--- src/rtl/poly1305_block_mul.sv ---
// rtl/poly1305_block_mul.sv - Poly1305 multiply stage: (acc + padded block) * clamp(r), digit-serial
//
// Ports:
//   clk, reset_n      clock (rising edge), asynchronous active-low reset
//   start             request, accepted only when busy=0
//   acc_in[129:0]     current accumulator
//   msg_in[127:0]     message block, little-endian bytes
//   r_in[127:0]       raw r key half, clamped internally
//   msg_bytes[4:0]    (POLY1305_PARTIAL_BLOCK_EN only) valid bytes in msg_in, 1..16
//   product_out[257:0] (acc + block) * r_clamped, valid from done, held until next completion
//   busy              high while the multiplier iterates
//   done              one-cycle pulse when product_out is updated
//
// Optional feature macro: POLY1305_PARTIAL_BLOCK_EN (short final block with moved pad bit).

module poly1305_block_mul #(
    parameter int DIGIT_W = 8
) (
    input  logic         clk,
    input  logic         reset_n,
    input  logic         start,
    input  logic [129:0] acc_in,
    input  logic [127:0] msg_in,
    input  logic [127:0] r_in,
`ifdef POLY1305_PARTIAL_BLOCK_EN
    input  logic [4:0]   msg_bytes,
`endif
    output logic [257:0] product_out,
    output logic         busy,
    output logic         done
);

    localparam int N     = 128 / DIGIT_W;
    localparam int CNT_W = $clog2(N) + 1;
    localparam int PP_W  = 131 + DIGIT_W;
    localparam logic [127:0] R_CLAMP = 128'h0ffffffc0ffffffc0ffffffc0fffffff;

    typedef enum logic {ST_IDLE, ST_RUN} state_t;

    state_t             state_q, state_d;
    logic [130:0]       sum_q, sum_d;
    logic [127:0]       r_sh_q, r_sh_d;
    logic [257:0]       p_q, p_d;
    logic [CNT_W-1:0]   cnt_q, cnt_d;
    logic [257:0]       product_q, product_d;
    logic               done_q, done_d;

    logic [128:0]       block;
    logic [DIGIT_W-1:0] digit;
    logic [PP_W-1:0]    pp;
    logic [257:0]       p_next;

`ifdef POLY1305_PARTIAL_BLOCK_EN
    logic [4:0]   nbytes;
    logic [127:0] msg_masked;

    // Bytes beyond the valid length are zeroed and the pad bit sits just above the last valid byte.
    always_comb begin
        nbytes = ((msg_bytes == 5'd0) || (msg_bytes > 5'd16)) ? 5'd16 : msg_bytes;
        msg_masked = '0;
        for (int i = 0; i < 16; i++) begin
            if (5'(i) < nbytes) begin
                msg_masked[8*i +: 8] = msg_in[8*i +: 8];
            end
        end
        block = {1'b0, msg_masked} + (129'd1 << {nbytes, 3'b000});
    end
`else
    always_comb begin
        block = {1'b1, msg_in};
    end
`endif

    // One MSB-first Horner step: shift previous partial product up one digit and add sum * digit.
    always_comb begin
        digit  = r_sh_q[127 -: DIGIT_W];
        pp     = {{DIGIT_W{1'b0}}, sum_q} * {{131{1'b0}}, digit};
        p_next = (p_q << DIGIT_W) + {{(258 - PP_W){1'b0}}, pp};
    end

    always_comb begin
        state_d   = state_q;
        sum_d     = sum_q;
        r_sh_d    = r_sh_q;
        p_d       = p_q;
        cnt_d     = cnt_q;
        product_d = product_q;
        done_d    = 1'b0;
        unique case (state_q)
            ST_IDLE: begin
                if (start) begin
                    sum_d   = {1'b0, acc_in} + {2'b00, block};
                    r_sh_d  = r_in & R_CLAMP;
                    p_d     = '0;
                    cnt_d   = '0;
                    state_d = ST_RUN;
                end
            end
            ST_RUN: begin
                p_d    = p_next;
                r_sh_d = r_sh_q << DIGIT_W;
                cnt_d  = cnt_q + 1'b1;
                if (cnt_q == CNT_W'(N - 1)) begin
                    product_d = p_next;
                    done_d    = 1'b1;
                    state_d   = ST_IDLE;
                end
            end
            default: state_d = ST_IDLE;
        endcase
    end

    always_ff @(posedge clk or negedge reset_n) begin
        if (!reset_n) begin
            state_q   <= ST_IDLE;
            sum_q     <= '0;
            r_sh_q    <= '0;
            p_q       <= '0;
            cnt_q     <= '0;
            product_q <= '0;
            done_q    <= 1'b0;
        end else begin
            state_q   <= state_d;
            sum_q     <= sum_d;
            r_sh_q    <= r_sh_d;
            p_q       <= p_d;
            cnt_q     <= cnt_d;
            product_q <= product_d;
            done_q    <= done_d;
        end
    end

    assign product_out = product_q;
    assign busy        = (state_q == ST_RUN);
    assign done        = done_q;

endmodule

--- config.mk ---
export PLATFORM = sky130hd
export DESIGN_NAME = poly1305_block_mul
export DESIGN_NICKNAME = d
export VERILOG_FILES = /design/src/rtl/poly1305_block_mul.sv
export SDC_FILE = /design/constraint.sdc
export NUM_CORES = 2
export LEC_CHECK = 0
export CAP_MARGIN = 20
export CORE_UTILIZATION = 35
export CTS_CLUSTER_SIZE = 20
export DETAILED_ROUTE_END_ITERATION = 10
export PLACE_DENSITY = 0.57
export SLEW_MARGIN = 20
export SYNTH_ARGS = -nofsm -noshare
export SYNTH_HDL_FRONTEND = slang
export SYNTH_SLANG_ARGS = --single-unit
--- constraint.sdc ---
create_clock -name clk -period 13.4 [get_ports clk]
set_input_delay 1.34 -clock clk [delete_from_list [all_inputs] [get_ports clk]]
set_output_delay 1.34 -clock clk [all_outputs]
set_load 0.02 [all_outputs]
==> impl_metrics.tcl <==
set metrics [dict create \
    outcome "finished clean" \
    async_reset_ff_share_pct 100 \
    holdWs_ns 0.469 \
    cp_cell_sequence "buf_4, and2_1, fa_1, fa_1, fa_1, inv_1, fa_1, inv_1, ha_1, nand2_1, o21ai_1, nor3_1, o21ai_0, nand3_1, a2111oi_2, o21ai_2, a311oi_4, nor2_4, nor4_1, xor2_1, mux2_2" \
    grt_overflow 0 \
    synth_warnings 0 \
    crit_type "register to register" \
    ys_seq_area_share_pct 24.7 \
    io_pins 649 \
    insertion_delay_ns 0.79 \
    synth_nets 10400 \
    gp_congestion 0.958 \
    fin_tns_setup_ns 0 \
    required_ns 14.04 \
    antenna_found_initial 9 \
    path_common_cell "fa_1" \
    period_minus_slack_ns 9.79 \
    ys.flop_type "dfrtp_1" \
    synth_top_area_cell "dfrtp_1" \
    drc_errors 0 \
    synth_common_cells "nand2_1, inv_1, fa_1, and2_1, dfrtp_1" \
    yosysMostFrequentCell "nand2_1" \
    numClockSinks 774 \
    grt_usage_pct 25.6 \
    rsz0062_at_grt "false" \
    reg2reg_from "r_sh_q[123]" \
    postCtsSetupRepairBufs 0 \
    grt_pass1_vias 67600 \
    tightest_slew_ns 1.38 \
    max_cap_viol_count 0 \
    core_area_um2 223000 \
    cts_resized 0 \
    slew_headroom_pct 7.93 \
    final_cell_area_um2 90700 \
    synth_area_leaders "dfrtp_1, fa_1, and2_1, nand2_1, inv_1" \
    ctsHoldBuffers 0 \
    cp-startpoint "r_sh_q[123]" \
    dp.final_hpwl_mm 228 \
    fin_skew_ns 0.0536 \
    ant_nets 0 \
    final_max_slew_viol_count 0 \
    drive_gt1_share_pct 4.60 \
    avgSynthCellArea_um2 8.91 \
    finalHoldViolations 0 \
    synthCells 8815 \
    fmax_mhz 102 \
    crit_arrival_ns 10.44 \
    drtPass1Iterations 6 \
    grt_pass1_wl_mm 437 \
    grt_max_degree 203 \
    critPathBufInv 3 \
    cp-end-kind "register" \
    die-area_um2 226000 \
    cp-start-kind "register" \
    cts_tree "yes" \
    synth_top_area_share_pct 24.7 \
    ys_ff_latch 774 \
    root_buffer "clkbuf_16" \
    post_drt_wl_per_cell_um 23.7 \
    drt_first_iter_violations 5456 \
    cp_slowest_cell "dfrtp_2" \
    row_count 173 \
    clk_path_buf_depth 3 \
    start_util_pct 35.3 \
    clk_pin_slew_ns 0.06 \
    critPathTopFamily "compound AO/OA/AOI/OAI gates" \
    cts_buffers 96 \
    syn_area_um2 78500 \
    min_from "product_out[24]" \
    min_path_type "register to register" \
    die_h_um 476 \
    synthToLayoutAreaGrowth_pct 15.6 \
    via_per_inst 5.39 \
    cpPeakStageDelay_ns 1.06 \
    num_vias 65600 \
    fin_nets 10700 \
    ys_types 93 \
    portBuffers 626 \
    dpl_cell_area_um2 87300 \
    synth_edf_count 0 \
    path_max_fanout 78 \
    die_x_um 476 \
    htreeDepth 3 \
    fin_crit_sh_pct 73.1 \
    finalSetupViolCount 0 \
    wirelength_mm 288 \
]
[layout by cell type (no fill, tap or decap), types with 100 or more instances in the layout]
cell             synthesis  layout
o21ai_0                483     483
nor3_1                 100     100
mux2i_1                109     109
mux2_2                 128     128
ha_1                   297     297
xnor2_1                205     205
nand3_1                115     115
a21oi_1                428     428
a21o_1                 132     132
and2_1                 796     796
clkdlybuf4s50_1          0     624
nor2_1                 308     306
a22o_1                 232     232
inv_1                 1003    1003
dfrtp_1                774     765
fa_1                   905     905
nand2_1               1301    1299
nand4_1                203     203
xor2_1                 160     160
o21bai_1               105     105
[final cells by class]
| cell class | count | area, um2 |
|---|---|---|
| fill | 22400 | 132000 |
| timing repair buffer | 683 | 6820 |
| clock buffer | 126 | 2650 |
| sequential | 774 | 19400 |
| inverter | 1005 | 3780 |
| tap | 2975 | 3720 |
| antenna | 3 | 7.51 |
| multi-input combinational | 6565 | 53600 |
| clock inverter | 49 | 776 |
[stage by stage]
stage	std cells	setup slack (ns)	util, %
global placement	12000	3.93	39.2
CTS	12200	3.81	40.8
floorplan	8815	6.95	-
finish	12200	3.61	40.8
detailed placement	12000	3.89	39.2
global route	12200	3.27	40.8
[cell families (layout without fill, tap and decap cells)]
| group | after synthesis | count (layout) | share of synthesized area [%] |
|---|---|---|---|
| xor gates and xnor gates | 367 | 367 | 4.11 |
| adders and majority gates | 1202 | 1202 | 27.8 |
| AOI/OAI and AO/OA | 1687 | 1687 | 13.8 |
| buffers and inverters | 1476 | 1863 | 7.13 |
| muxes | 237 | 237 | 3.23 |
| and+or+nand+nor | 3072 | 3072 | 19.2 |
| DFF | 774 | 774 | 24.7 |
| other | 0 | 3 | 0 |
[routing by layer]
layer	vias up	track usage (%)	part of all wire [%]
met4	10	11.7	4.9
li1	29600	-	-
met1	33500	34.7	44
met5	-	0	0.022
met3	446	3.71	5.8
met2	2114	40.2	46
[state kept, by name (all words and copies together) (netlist names)]
signal	cells
cnt_q	5
sum_q	131
r_sh_q	128
done	1
busy	1
p_q	250
product_out	258
[worst register-to-register path: stages, from the launching register on]
cell and delay (ns):
dfrtp_2 1.06, buf_4 0.91, and2_1 0.43, fa_1 0.44
fa_1 0.47, fa_1 0.57, inv_1 0.06, fa_1 0.56
inv_1 0.05, ha_1 0.40, nand2_1 0.18, o21ai_1 0.33
nor3_1 0.10, o21ai_0 0.09, nand3_1 0.24, a2111oi_2 0.98
o21ai_2 0.32, a311oi_4 0.74, nor2_4 0.18, nor4_1 1.05
xor2_1 0.18, mux2_2 0.33
[worst paths after layout]
check                      slack (ns)          endpoint  cells past startpoint
min                              0.47   product_out[24]                      2
min reg2reg                      0.47   product_out[24]                      2
max                              3.61  product_out[237]                     21
max in group asynchronous       10.30           p_q[77]                      4
min in group asynchronous        0.51  product_out[170]                      1
max reg2reg                      3.61  product_out[237]                     21
Power is left out: the tool's default activity adds up to more than one toggle a clock period on the data nets, which glitch-free logic cannot reach.
==> RTL edit, RTL diff (same flow settings) <==
The parameter `DIGIT_W` goes from 8 to 4.
--- a/src/rtl/poly1305_block_mul.sv
+++ b/src/rtl/poly1305_block_mul.sv
@@ -16,3 +16,3 @@
 module poly1305_block_mul #(
-    parameter int DIGIT_W = 8
+    parameter int DIGIT_W = 4
 ) (
Function: not settled (the Yosys comparison gave no result); the edit may change what the design does.
==> RTL edit against the original RTL <==
- via count decreased by 14%
- sequential share of layout area increased by 4.4 points
- setup slack improved by 1100 ps
- area after synthesis decreased by 18%
- synthesized cell count decreased by 16%
- sequential cell count increased by 5
- global-route usage increased by 1.6 points
- cell area decreased by 17%
- critical path depth unchanged
- wire length decreased by 11%
- utilization increased by 0.96 points
- critical path type unchanged
==> RTL edit: results <==
run_status:
  status: "complete, no violations"
critical_path:
  cp_top_family: "simple AND/OR/NAND/NOR gates"
  crit_slowest_cell: "nor4_1"
  path_max_fanout: 114
  reg2reg_to: "product_out[224]"
  r2r-start: "r_sh_q[125]"
  cpPeakStageDelay_ps: 790
  cp_data_arrival_time_ps: 9340
  rrSetupSlack_ps: 4690
sta:
  slew-limit-headroom: 0.1905
  skew_ps: 80.90
synth:
  yosys_register_bits: 779
  seq_area_frac_synth: 0.3045
  synth_common_cells: "1135 x nand2_1, 779 x dfrtp_1, 625 x inv_1"
  yosys-top-cells-area: "dfrtp_1 30%, fa_1 12%, nand2_1 6.7%"
  syn_nets: 8472
placement:
  dp_cells: 10070
  dp_worst_setup_slack_ps: 4845
final_layout:
  final_cell_area_sq_um: 75580
  seqCellArea_sq_um: 19500
  nNetsFinal: 8844
  clk_share: 0.04480
  multi_input_area_share: 0.5386
  diodes: 11
  nFillCells: 18210
  drive_above_1_share: 0.05080
global_routing:
  grt_pass1_vias: 55650
  grt_use_met3: 0.06645
  grt_use_met2: 0.3721
  globalRouteMet1Util: 0.4215
  grt_use_total: 0.2722
worst_hold_path:
  hold_end: "r_sh_q[125]"
  min-delay-start: "r_sh_q[121]"
routing:
  route.met3.wl_um: 21740
  post_drt_wl_per_cell_um: 24.90
  wirelength_um: 255400
  first_iter_violations: 5368
  wl_met2_um: 101300
  viasPerCell: 5.482
==> RTL edit: cell types whose count changed after synthesis, sizes merged, moves of 26 or more <==
cell	before	now
fa	905	389
inv	1005	625
and2	796	535
nand2	1303	1135
clkbuf	416	334
a21oi	431	470
a21o	132	95
mux2	128	102
==> RTL edit: kinds of logic (layout without fill, tap and decap cells) <==
family	after synthesis	in the layout	synth area share
buf+inv	1015	1467	0.06066
mux	210	210	0.03483
flops	779	779	0.3045
simple gates	2675	2675	0.2028
compound gates	1709	1709	0.1713
other cells	0	11	0
xor+xnor	373	373	0.05114
fa+ha+maj	661	661	0.1748
==> RTL edit: worst max path at each step <==
stage | from | end | cells past startpoint
floorplan | r_sh_q[126] | product_out[232] | 22
global placement | r_sh_q[126] | product_out[224] | 21
detailed placement | r_sh_q[125] | product_out[224] | 21
CTS | r_sh_q[125] | product_out[224] | 21
global route | r_sh_q[126] | product_out[224] | 21
finish | r_sh_q[125] | product_out[224] | 21
